<file path="config.mk">
export PLATFORM = sky130hd
export DESIGN_NAME = condlogic_flat
export DESIGN_NICKNAME = d
export VERILOG_FILES = /design/src/rtl/cpu_pkg.sv /design/src/rtl/condlogic_if.sv /design/src/rtl/condlogic_condcheck.sv /design/src/rtl/condlogic.sv /design/src/flat_wrapper.sv
export SDC_FILE = /design/constraint.sdc
export NUM_CORES = 1
export LEC_CHECK = 0
export CORE_AREA = 5 5 42 44
export DETAILED_ROUTE_END_ITERATION = 6
export DIE_AREA = 0 0 47 49
export PLACE_DENSITY = 0.73
export SLEW_MARGIN = 25
export SYNTH_ARGS = -nofsm -noshare
export SYNTH_HDL_FRONTEND = slang
export SYNTH_SLANG_ARGS = --single-unit
</file>
<file path="constraint.sdc">
create_clock -name clk -period 5.21 [get_ports clk]
set_input_delay 1.563 -clock clk [delete_from_list [all_inputs] [get_ports clk]]
set_output_delay 1.563 -clock clk [all_outputs]
set_load 0.02 [all_outputs]
</file>
<file path="src/rtl/cpu_pkg.sv">
// Shared CPU constants: ARM condition codes, NZCV bit positions and FlagW fields.
// Imported by the conditional-execution logic and its condition checker.
package cpu_pkg;

   localparam logic [3:0] COND_EQ = 4'b0000;
   localparam logic [3:0] COND_NE = 4'b0001;
   localparam logic [3:0] COND_CS = 4'b0010;
   localparam logic [3:0] COND_CC = 4'b0011;
   localparam logic [3:0] COND_MI = 4'b0100;
   localparam logic [3:0] COND_PL = 4'b0101;
   localparam logic [3:0] COND_VS = 4'b0110;
   localparam logic [3:0] COND_VC = 4'b0111;
   localparam logic [3:0] COND_HI = 4'b1000;
   localparam logic [3:0] COND_LS = 4'b1001;
   localparam logic [3:0] COND_GE = 4'b1010;
   localparam logic [3:0] COND_LT = 4'b1011;
   localparam logic [3:0] COND_GT = 4'b1100;
   localparam logic [3:0] COND_LE = 4'b1101;
   localparam logic [3:0] COND_AL = 4'b1110;
   localparam logic [3:0] COND_NV = 4'b1111;

   localparam int FLAG_N = 3;
   localparam int FLAG_Z = 2;
   localparam int FLAG_C = 1;
   localparam int FLAG_V = 0;

   localparam int FLAGW_NZ = 1;
   localparam int FLAGW_CV = 0;

endpackage

</file>
<file path="src/rtl/condlogic_if.sv">
// Decoder-to-condlogic bundle: write requests and ALU flags in, gated write enables out.
// The master side is the decoder/FSM; the slave side is the conditional-execution unit.
interface condlogic_if;

   logic [3:0] Cond;
   logic [3:0] ALUFlags;
   logic [1:0] FlagW;
   logic       PCS;
   logic       NextPC;
   logic       RegW;
   logic       MemW;
   logic       PCWrite;
   logic       RegWrite;
   logic       MemWrite;
   logic [3:0] Flags;

   modport master (
      output Cond, ALUFlags, FlagW, PCS, NextPC, RegW, MemW,
      input  PCWrite, RegWrite, MemWrite, Flags
   );

   modport slave (
      input  Cond, ALUFlags, FlagW, PCS, NextPC, RegW, MemW,
      output PCWrite, RegWrite, MemWrite, Flags
   );

endinterface

</file>
<file path="src/rtl/condlogic_condcheck.sv">
// Purely combinational ARM condition evaluator: Cond field against NZCV flags.
// Kept separate so a future pipelined datapath can reuse it directly.
module condcheck
   import cpu_pkg::*;
(
   input  logic [3:0] Cond,
   input  logic [3:0] Flags,
   output logic       CondEx
);

   logic n, z, c, v;

   assign n = Flags[FLAG_N];
   assign z = Flags[FLAG_Z];
   assign c = Flags[FLAG_C];
   assign v = Flags[FLAG_V];

   // NV is architecturally unpredictable, so it falls into the default and never executes
   always_comb begin
      CondEx = 1'b0;
      case (Cond)
         COND_EQ: CondEx = z;
         COND_NE: CondEx = ~z;
         COND_CS: CondEx = c;
         COND_CC: CondEx = ~c;
         COND_MI: CondEx = n;
         COND_PL: CondEx = ~n;
         COND_VS: CondEx = v;
         COND_VC: CondEx = ~v;
         COND_HI: CondEx = c & ~z;
         COND_LS: CondEx = ~c | z;
         COND_GE: CondEx = ~(n ^ v);
         COND_LT: CondEx = n ^ v;
         COND_GT: CondEx = ~z & ~(n ^ v);
         COND_LE: CondEx = z | (n ^ v);
         COND_AL: CondEx = 1'b1;
         default: CondEx = 1'b0;
      endcase
   end

endmodule

</file>
<file path="src/rtl/condlogic.sv">
// Conditional-execution unit: NZCV register, condition check and write-enable gating.
// The condition result is delayed one cycle so Decode's verdict governs Execute/Writeback writes.
module condlogic
   import cpu_pkg::*;
#(
   parameter logic [3:0] FLAGS_RESET = 4'b0000
)(
   input logic       clk,
   input logic       reset,
   condlogic_if.slave bus
);

   logic [3:0] flagsR;
   logic       condEx;
   logic       condExR;
   logic       flagWrNz;
   logic       flagWrCv;

   condcheck uCondcheck (
      .Cond   (bus.Cond),
      .Flags  (flagsR),
      .CondEx (condEx)
   );

   assign flagWrNz = bus.FlagW[FLAGW_NZ] & condEx;
   assign flagWrCv = bus.FlagW[FLAGW_CV] & condEx;

   // NZ and CV are separately enabled; a squashed instruction leaves both untouched
   always_ff @(posedge clk or negedge reset) begin
      if (!reset) begin
         flagsR  <= FLAGS_RESET;
         condExR <= 1'b0;
      end else begin
         if (flagWrNz) flagsR[FLAG_N:FLAG_Z] <= bus.ALUFlags[FLAG_N:FLAG_Z];
         if (flagWrCv) flagsR[FLAG_C:FLAG_V] <= bus.ALUFlags[FLAG_C:FLAG_V];
         condExR <= condEx;
      end
   end

   // Fetch increments bypass the condition so the PC always advances
   assign bus.PCWrite  = (bus.PCS & condExR) | bus.NextPC;
   assign bus.RegWrite = bus.RegW & condExR;
   assign bus.MemWrite = bus.MemW & condExR;
   assign bus.Flags    = flagsR;

endmodule

</file>
<file path="src/flat_wrapper.sv">
// flat-port wrapper written by rule: the top's interface ports become plain ports
module condlogic_flat import cpu_pkg::*;
#(
   parameter logic [3:0] FLAGS_RESET = 4'b0000
)
  (clk, reset, bus_Cond, bus_ALUFlags, bus_FlagW, bus_PCS, bus_NextPC, bus_RegW, bus_MemW, bus_PCWrite, bus_RegWrite, bus_MemWrite, bus_Flags);
  condlogic_if bus_i ();
  input logic clk;
  input logic reset;
  input wire logic [$bits(bus_i.Cond)-1:0] bus_Cond;
  input wire logic [$bits(bus_i.ALUFlags)-1:0] bus_ALUFlags;
  input wire logic [$bits(bus_i.FlagW)-1:0] bus_FlagW;
  input wire logic [$bits(bus_i.PCS)-1:0] bus_PCS;
  input wire logic [$bits(bus_i.NextPC)-1:0] bus_NextPC;
  input wire logic [$bits(bus_i.RegW)-1:0] bus_RegW;
  input wire logic [$bits(bus_i.MemW)-1:0] bus_MemW;
  output wire logic [$bits(bus_i.PCWrite)-1:0] bus_PCWrite;
  output wire logic [$bits(bus_i.RegWrite)-1:0] bus_RegWrite;
  output wire logic [$bits(bus_i.MemWrite)-1:0] bus_MemWrite;
  output wire logic [$bits(bus_i.Flags)-1:0] bus_Flags;
  assign bus_i.Cond = bus_Cond;
  assign bus_i.ALUFlags = bus_ALUFlags;
  assign bus_i.FlagW = bus_FlagW;
  assign bus_i.PCS = bus_PCS;
  assign bus_i.NextPC = bus_NextPC;
  assign bus_i.RegW = bus_RegW;
  assign bus_i.MemW = bus_MemW;
  assign bus_PCWrite = bus_i.PCWrite;
  assign bus_RegWrite = bus_i.RegWrite;
  assign bus_MemWrite = bus_i.MemWrite;
  assign bus_Flags = bus_i.Flags;
  condlogic #(.FLAGS_RESET(FLAGS_RESET)) u_core (.clk(clk), .reset(reset), .bus(bus_i));
endmodule
</file>
# Yosys cells after proc, flatten, opt, wreduce, memory -nomap -nowiden
# Cells that the tools add are included.
# Widths: inputs -> output; s select.
# op_classes
n_eq_ne	14
n_mux	1
n_bitwise	16
n_reduce_logical	1
# ops
cell	count
$eq 4x4->1 const B	7
$eq 4x3->1 const B	4
$pmux 1 s15	1
$eq 4x2->1 const B	2
$and 1x1->1	7
$not 1->1	5
$eq 4x1->1 const B	1
$logic_not 4->1	1
$or 1x1->1	3
$xor 1x1->1	1
# word_totals
reg_bits	5
inputBits	16

# Logic depth before layout (Yosys ltp)
# Gate-level depths: netlist of run 1.
# logic_depth
ltp_word	5
mapped_depth	7
mapped_depth_nobuf	6

# By module
# From an unflattened synthesis of run 1, not the netlist that was laid out.
# hier_totals
cells_unflattened	42
area_unflattened_um2	391.6
# by_module_without_submodules
mod	n_inst	cells_each	area_per_inst_um2	seq_area_each_um2
condlogic	1	14	197.7	125.1
condcheck	1	28	193.9	0.0

# Worst setup path before layout of run 1
# OpenSTA, ideal clock, no wires.
# synth_path
path_kind	input -> output
from	input port bus_PCS
to	output port bus_PCWrite
arrival_time_ns	1.786
required_time_ns	3.647
slack_ns	1.861
stages	1
cell_sequence	a21o_1
# synth_between
elab_chain_len	2
# synth_lines
item	line	text
start: declaration	flat_wrapper.sv:13	input wire logic [$bits(bus_i.PCS)-1:0] bus_PCS;
$and 1x1->1	condlogic.sv:41	assign bus.PCWrite = (bus.PCS & condExR) | bus.NextPC;
$or 1x1->1	condlogic.sv:41	
end: declaration	flat_wrapper.sv:17	output wire logic [$bits(bus_i.PCWrite)-1:0] bus_PCWrite;
# No other way between the ends.

# Final worst setup path of run 1
# layout_path
from	input port bus_RegW
to	output port bus_RegWrite
# layout_between
elab_chain_len	1
# layout_lines
item	line	text
start: declaration	flat_wrapper.sv:15	input wire logic [$bits(bus_i.RegW)-1:0] bus_RegW;
$and 1x1->1	condlogic.sv:42	assign bus.RegWrite = bus.RegW & condExR;
end: declaration	flat_wrapper.sv:18	output wire logic [$bits(bus_i.RegWrite)-1:0] bus_RegWrite;
# No other way between the ends.

==> flow_summary_export.csv, run 1 <==
group,metric,value,unit
timing,holdWs,0.575,ns
route,drt_pass1_iterations,3,
final_layout,drive_gt1_share,12.5,%
power,p_per_area,371,mW/mm^2
power,clkPwrFrac,17.7,%
power,p_leak,0.000271,uW
setup_path,start_kind,"input port",
timing,fin_worst_skew,0.00329,ns
yosys,synth-main-ff-cell,"dfrtp_1",
setup_path,crit_path_end,"bus_RegWrite",
power,power_frac_seq,29.9,%
clock_network,clk_path_buf_depth,2,
route,postRouteAntennaNets,0,
setup_path,end_kind,"output pin",
setup_path,reg2reg_depth,6,
final_layout,final_util,50.7,%
setup_path,critPathSlowestCell,"clkdlybuf4s50_1",
floorplan,pin_count,23,
setup_path,critPathBufInv,2,
clock_network,path_clk_slew,0.04,ns
floorplan,core,0.00140,sq mm
yosys,synth_cells,50,
final_layout,final_cell_area,711,sq um
setup_path,rr_startpoint,"u_core.bus.Flags[2]",
clock_network,post_cts_buffers,0,
clock_network,cts.sinks,5,
hold_path,hold_class,"reg -> reg",
yosys,syn_nets,66,
setup_path,arrival,2.73,ns
global_routing,grt_overflow,0,
power,p_sw_share,40.9,%
timing,slew_headroom,71.9,%
power,p_int,156,uW
clock_network,htreeDepth,1,
placement,gp_congestion,0.713,
global_routing,grt_antenna_before_repair,0,
yosys,yosysUniqueCellTypes,28,
setup_path,critPathMaxFanout,1,
clock_network,hold_buffers,0,
route,wire_per_inst,13.3,um
global_routing,grt_pass1_wl,2100,um
floorplan,die_x,47,um
setup_path,path_delay_family,"buffers and inverters",
setup_path,required,3.65,ns
setup_path,path_cells,"clkdlybuf4s50_1 -> and2_1 -> clkdlybuf4s50_1",
clock_network,cts-resized-gates,0,
final_layout,nFillCells,157,
timing,fin_setup_tns,0,ns
timing,fmaxAchievable,0.233,GHz
power,ir_drop,194,uV
run,cap_viol_max_count,0,
setup_path,reg2reg_slack,3.34,ns
floorplan,die_y,49,um
yosys,seq_area_frac_synth,26.9,%
route,wirelength,1170,um
floorplan,rows,14,
global_routing,track_usage,12.8,%
placement,io_buffers,22,
clock_network,clk_latency,0.25,ns
timing,slew_viol_final,0,
timing,post-route-period-util,82.3,%
global_routing,grt_max_degree,10,
setup_path,max_stage_delay,0.60,ns
hold_path,min-delay-start,"u_core.bus.Flags[1]",
route,vias,453,
clock_network,cts_tree,"done",
placement,dp_hpwl,966,um
route,post-route-drc-count,0,
setup_path,reg2reg_to,"u_core.bus.Flags[1]",
yosys,synth-edff-count,0,
global_routing,grt_pass1_vias,484,
power,p_sw,108,uW
final_layout,n_antenna_cell,0,
yosys,yosysWarnings,0,
route,drt_first_iter_violations,1,
timing,post-route-min-period,4.29,ns
floorplan,start_util,33.2,%
setup_path,path_depth,3,
setup_path,startpoint,"bus_RegW",
clock_network,clockRootBuffer,"clkbuf_4",
yosys,synth_area,465,sq um
timing,grt_setup_unrepaired,"false",
power,combinationalPowerShare,52.3,%
final_layout,fin_nets,89,
floorplan,die_area,0.00230,sq mm
timing,tightest_slew,0.421,ns
yosys,avgSynthCellArea,9.31,sq um
route,viasPerCell,5.15,
yosys,ys_seq_elements,5,
placement,post_dp_cell_area,683,sq um
final_layout,area_delta_synth_final,52.7,%
timing,finalSetupViolCount,0,
timing,finalHoldViolCount,0,
setup_path,cpMostUsedCell,"clkdlybuf4s50_1",
run_status,status,"finished, final reports clean",
clock_network,cts_inserted_buffers,3,
yosys,async_reset_ff_share,100,%
setup_path,criticalPathCategory,"in -> out",
[sequential cells by signal, indices dropped and copies added (netlist names)]
signal            cells
u_core.condExR        1
u_core.bus.Flags      4
[routing by layer]
metal / part of all wire (%) / global-route usage, %
met1: 38 / 14.0
met2: 54 / 20.6
met3: 4.8 / 2.21
met4: 3.0 / 9.68
met5: 0 / 0
[worst min path at each step]
stage | end | slack, ns | cells past startpoint
global route | u_core.bus.Flags[2] | 0.63 | 1
CTS | u_core.bus.Flags[1] | 0.59 | 1
detailed placement | u_core.bus.Flags[1] | 0.57 | 1
floorplan | u_core.bus.Flags[2] | 0.66 | 1
finish | u_core.bus.Flags[1] | 0.58 | 1
global placement | u_core.bus.Flags[1] | 0.56 | 1
[cell usage in the layout (no fill, tap or decap)]
master           count
clkdlybuf4s50_1     22
dfrtp_1              5
nor2b_1              4
mux2_1               4
nand2_1              3
a21oi_1              3
clkbuf_4             3
nor2_1               2
a31oi_1              2
inv_1                2
nor3b_1              2
xnor2_1              2
and2_1               2
nor3b_2              2
o221ai_1             1
nand2b_1             1
mux2i_1              1
o2111ai_1            1
nor3_1               1
o21ai_0              1
and3_1               1
o32ai_1              1
a2111oi_4            1
o21bai_1             1
a21o_1               1
nor4_2               1
nor3_2               1
clkinv_2             1
[per-stage QoR]
stage	power (uW)	cells	worst slack, ns
after floorplan	163	50	1.86
after global placement	215	84	0.926
after detailed placement	218	84	0.916
after CTS	268	88	0.912
after global routing	286	88	0.864
final	263	88	0.921
[Yosys cell counts (2+ instances only)]
| cell | number | area [sq um] |
|---|---|---|
| nand2_1 | 3 | 11.3 |
| nor2_1 | 2 | 7.51 |
| a31oi_1 | 2 | 12.5 |
| and2_1 | 2 | 12.5 |
| mux2_1 | 4 | 45.0 |
| buf_2 | 2 | 10.0 |
| xnor2_1 | 2 | 17.5 |
| nor3b_1 | 2 | 15.0 |
| nor3b_2 | 2 | 25.0 |
| a21oi_1 | 3 | 15.0 |
| dfrtp_1 | 5 | 125 |
| inv_1 | 2 | 7.51 |
| nor2b_1 | 4 | 25.0 |
[cell type report]
| class | count | area (sq um) | share of cell area (%) |
|---|---|---|---|
| clock buffers | 3 | 22.5 | 3.17 |
| clock inverters | 1 | 5.00 | 0.704 |
| inverters | 2 | 7.51 | 1.06 |
| multi-input cells | 39 | 310 | 43.7 |
| flip-flops and latches | 5 | 125 | 17.6 |
| well taps | 16 | 20.0 | 2.82 |
| repair buffers | 22 | 220 | 31.0 |
[power groups by stage]
stage / sequential, uW / combinational, uW / clock (uW)
after floorplan: 81.3 / 81.4 / 0
after global placement: 78.7 / 136 / 0
after detailed placement: 79.2 / 139 / 0
after CTS: 79.0 / 140 / 49.1
after global routing: 83.7 / 150 / 52.2
final: 78.9 / 138 / 46.7
[cells by family (layout without fill, tap and decap cells)]
logic type	Yosys count	count (layout)	share of synthesized area, %
DFF	5	5	26.9
buffers and inverters	6	28	6.45
muxes	5	5	11.8
and+or+nand+nor	20	20	29.3
xor gates and xnor gates	2	2	3.76
AOI/OAI and AO/OA	12	12	21.8
(Power assumes the default switching activity.)
==> inputs of run 2 (changes only) <==
==> constraint.sdc (replaced) <==
create_clock -name clk -period 4.45 [get_ports clk]
set_input_delay 1.335 -clock clk [delete_from_list [all_inputs] [get_ports clk]]
set_output_delay 1.335 -clock clk [all_outputs]
set_load 0.02 [all_outputs]
==> results of run 2 <==
The final DEF is identical to that of run 1. Status: finished, final reports clean.
Among the figures that moved: setup slack after placement 0.916 ns -> 0.612 ns; setup slack after layout 0.921 ns -> 0.617 ns; register-to-register setup slack 3.34 ns -> 2.58 ns; total power 263 uW -> 308 uW; worst IR drop on VDD 194 uV -> 227 uV
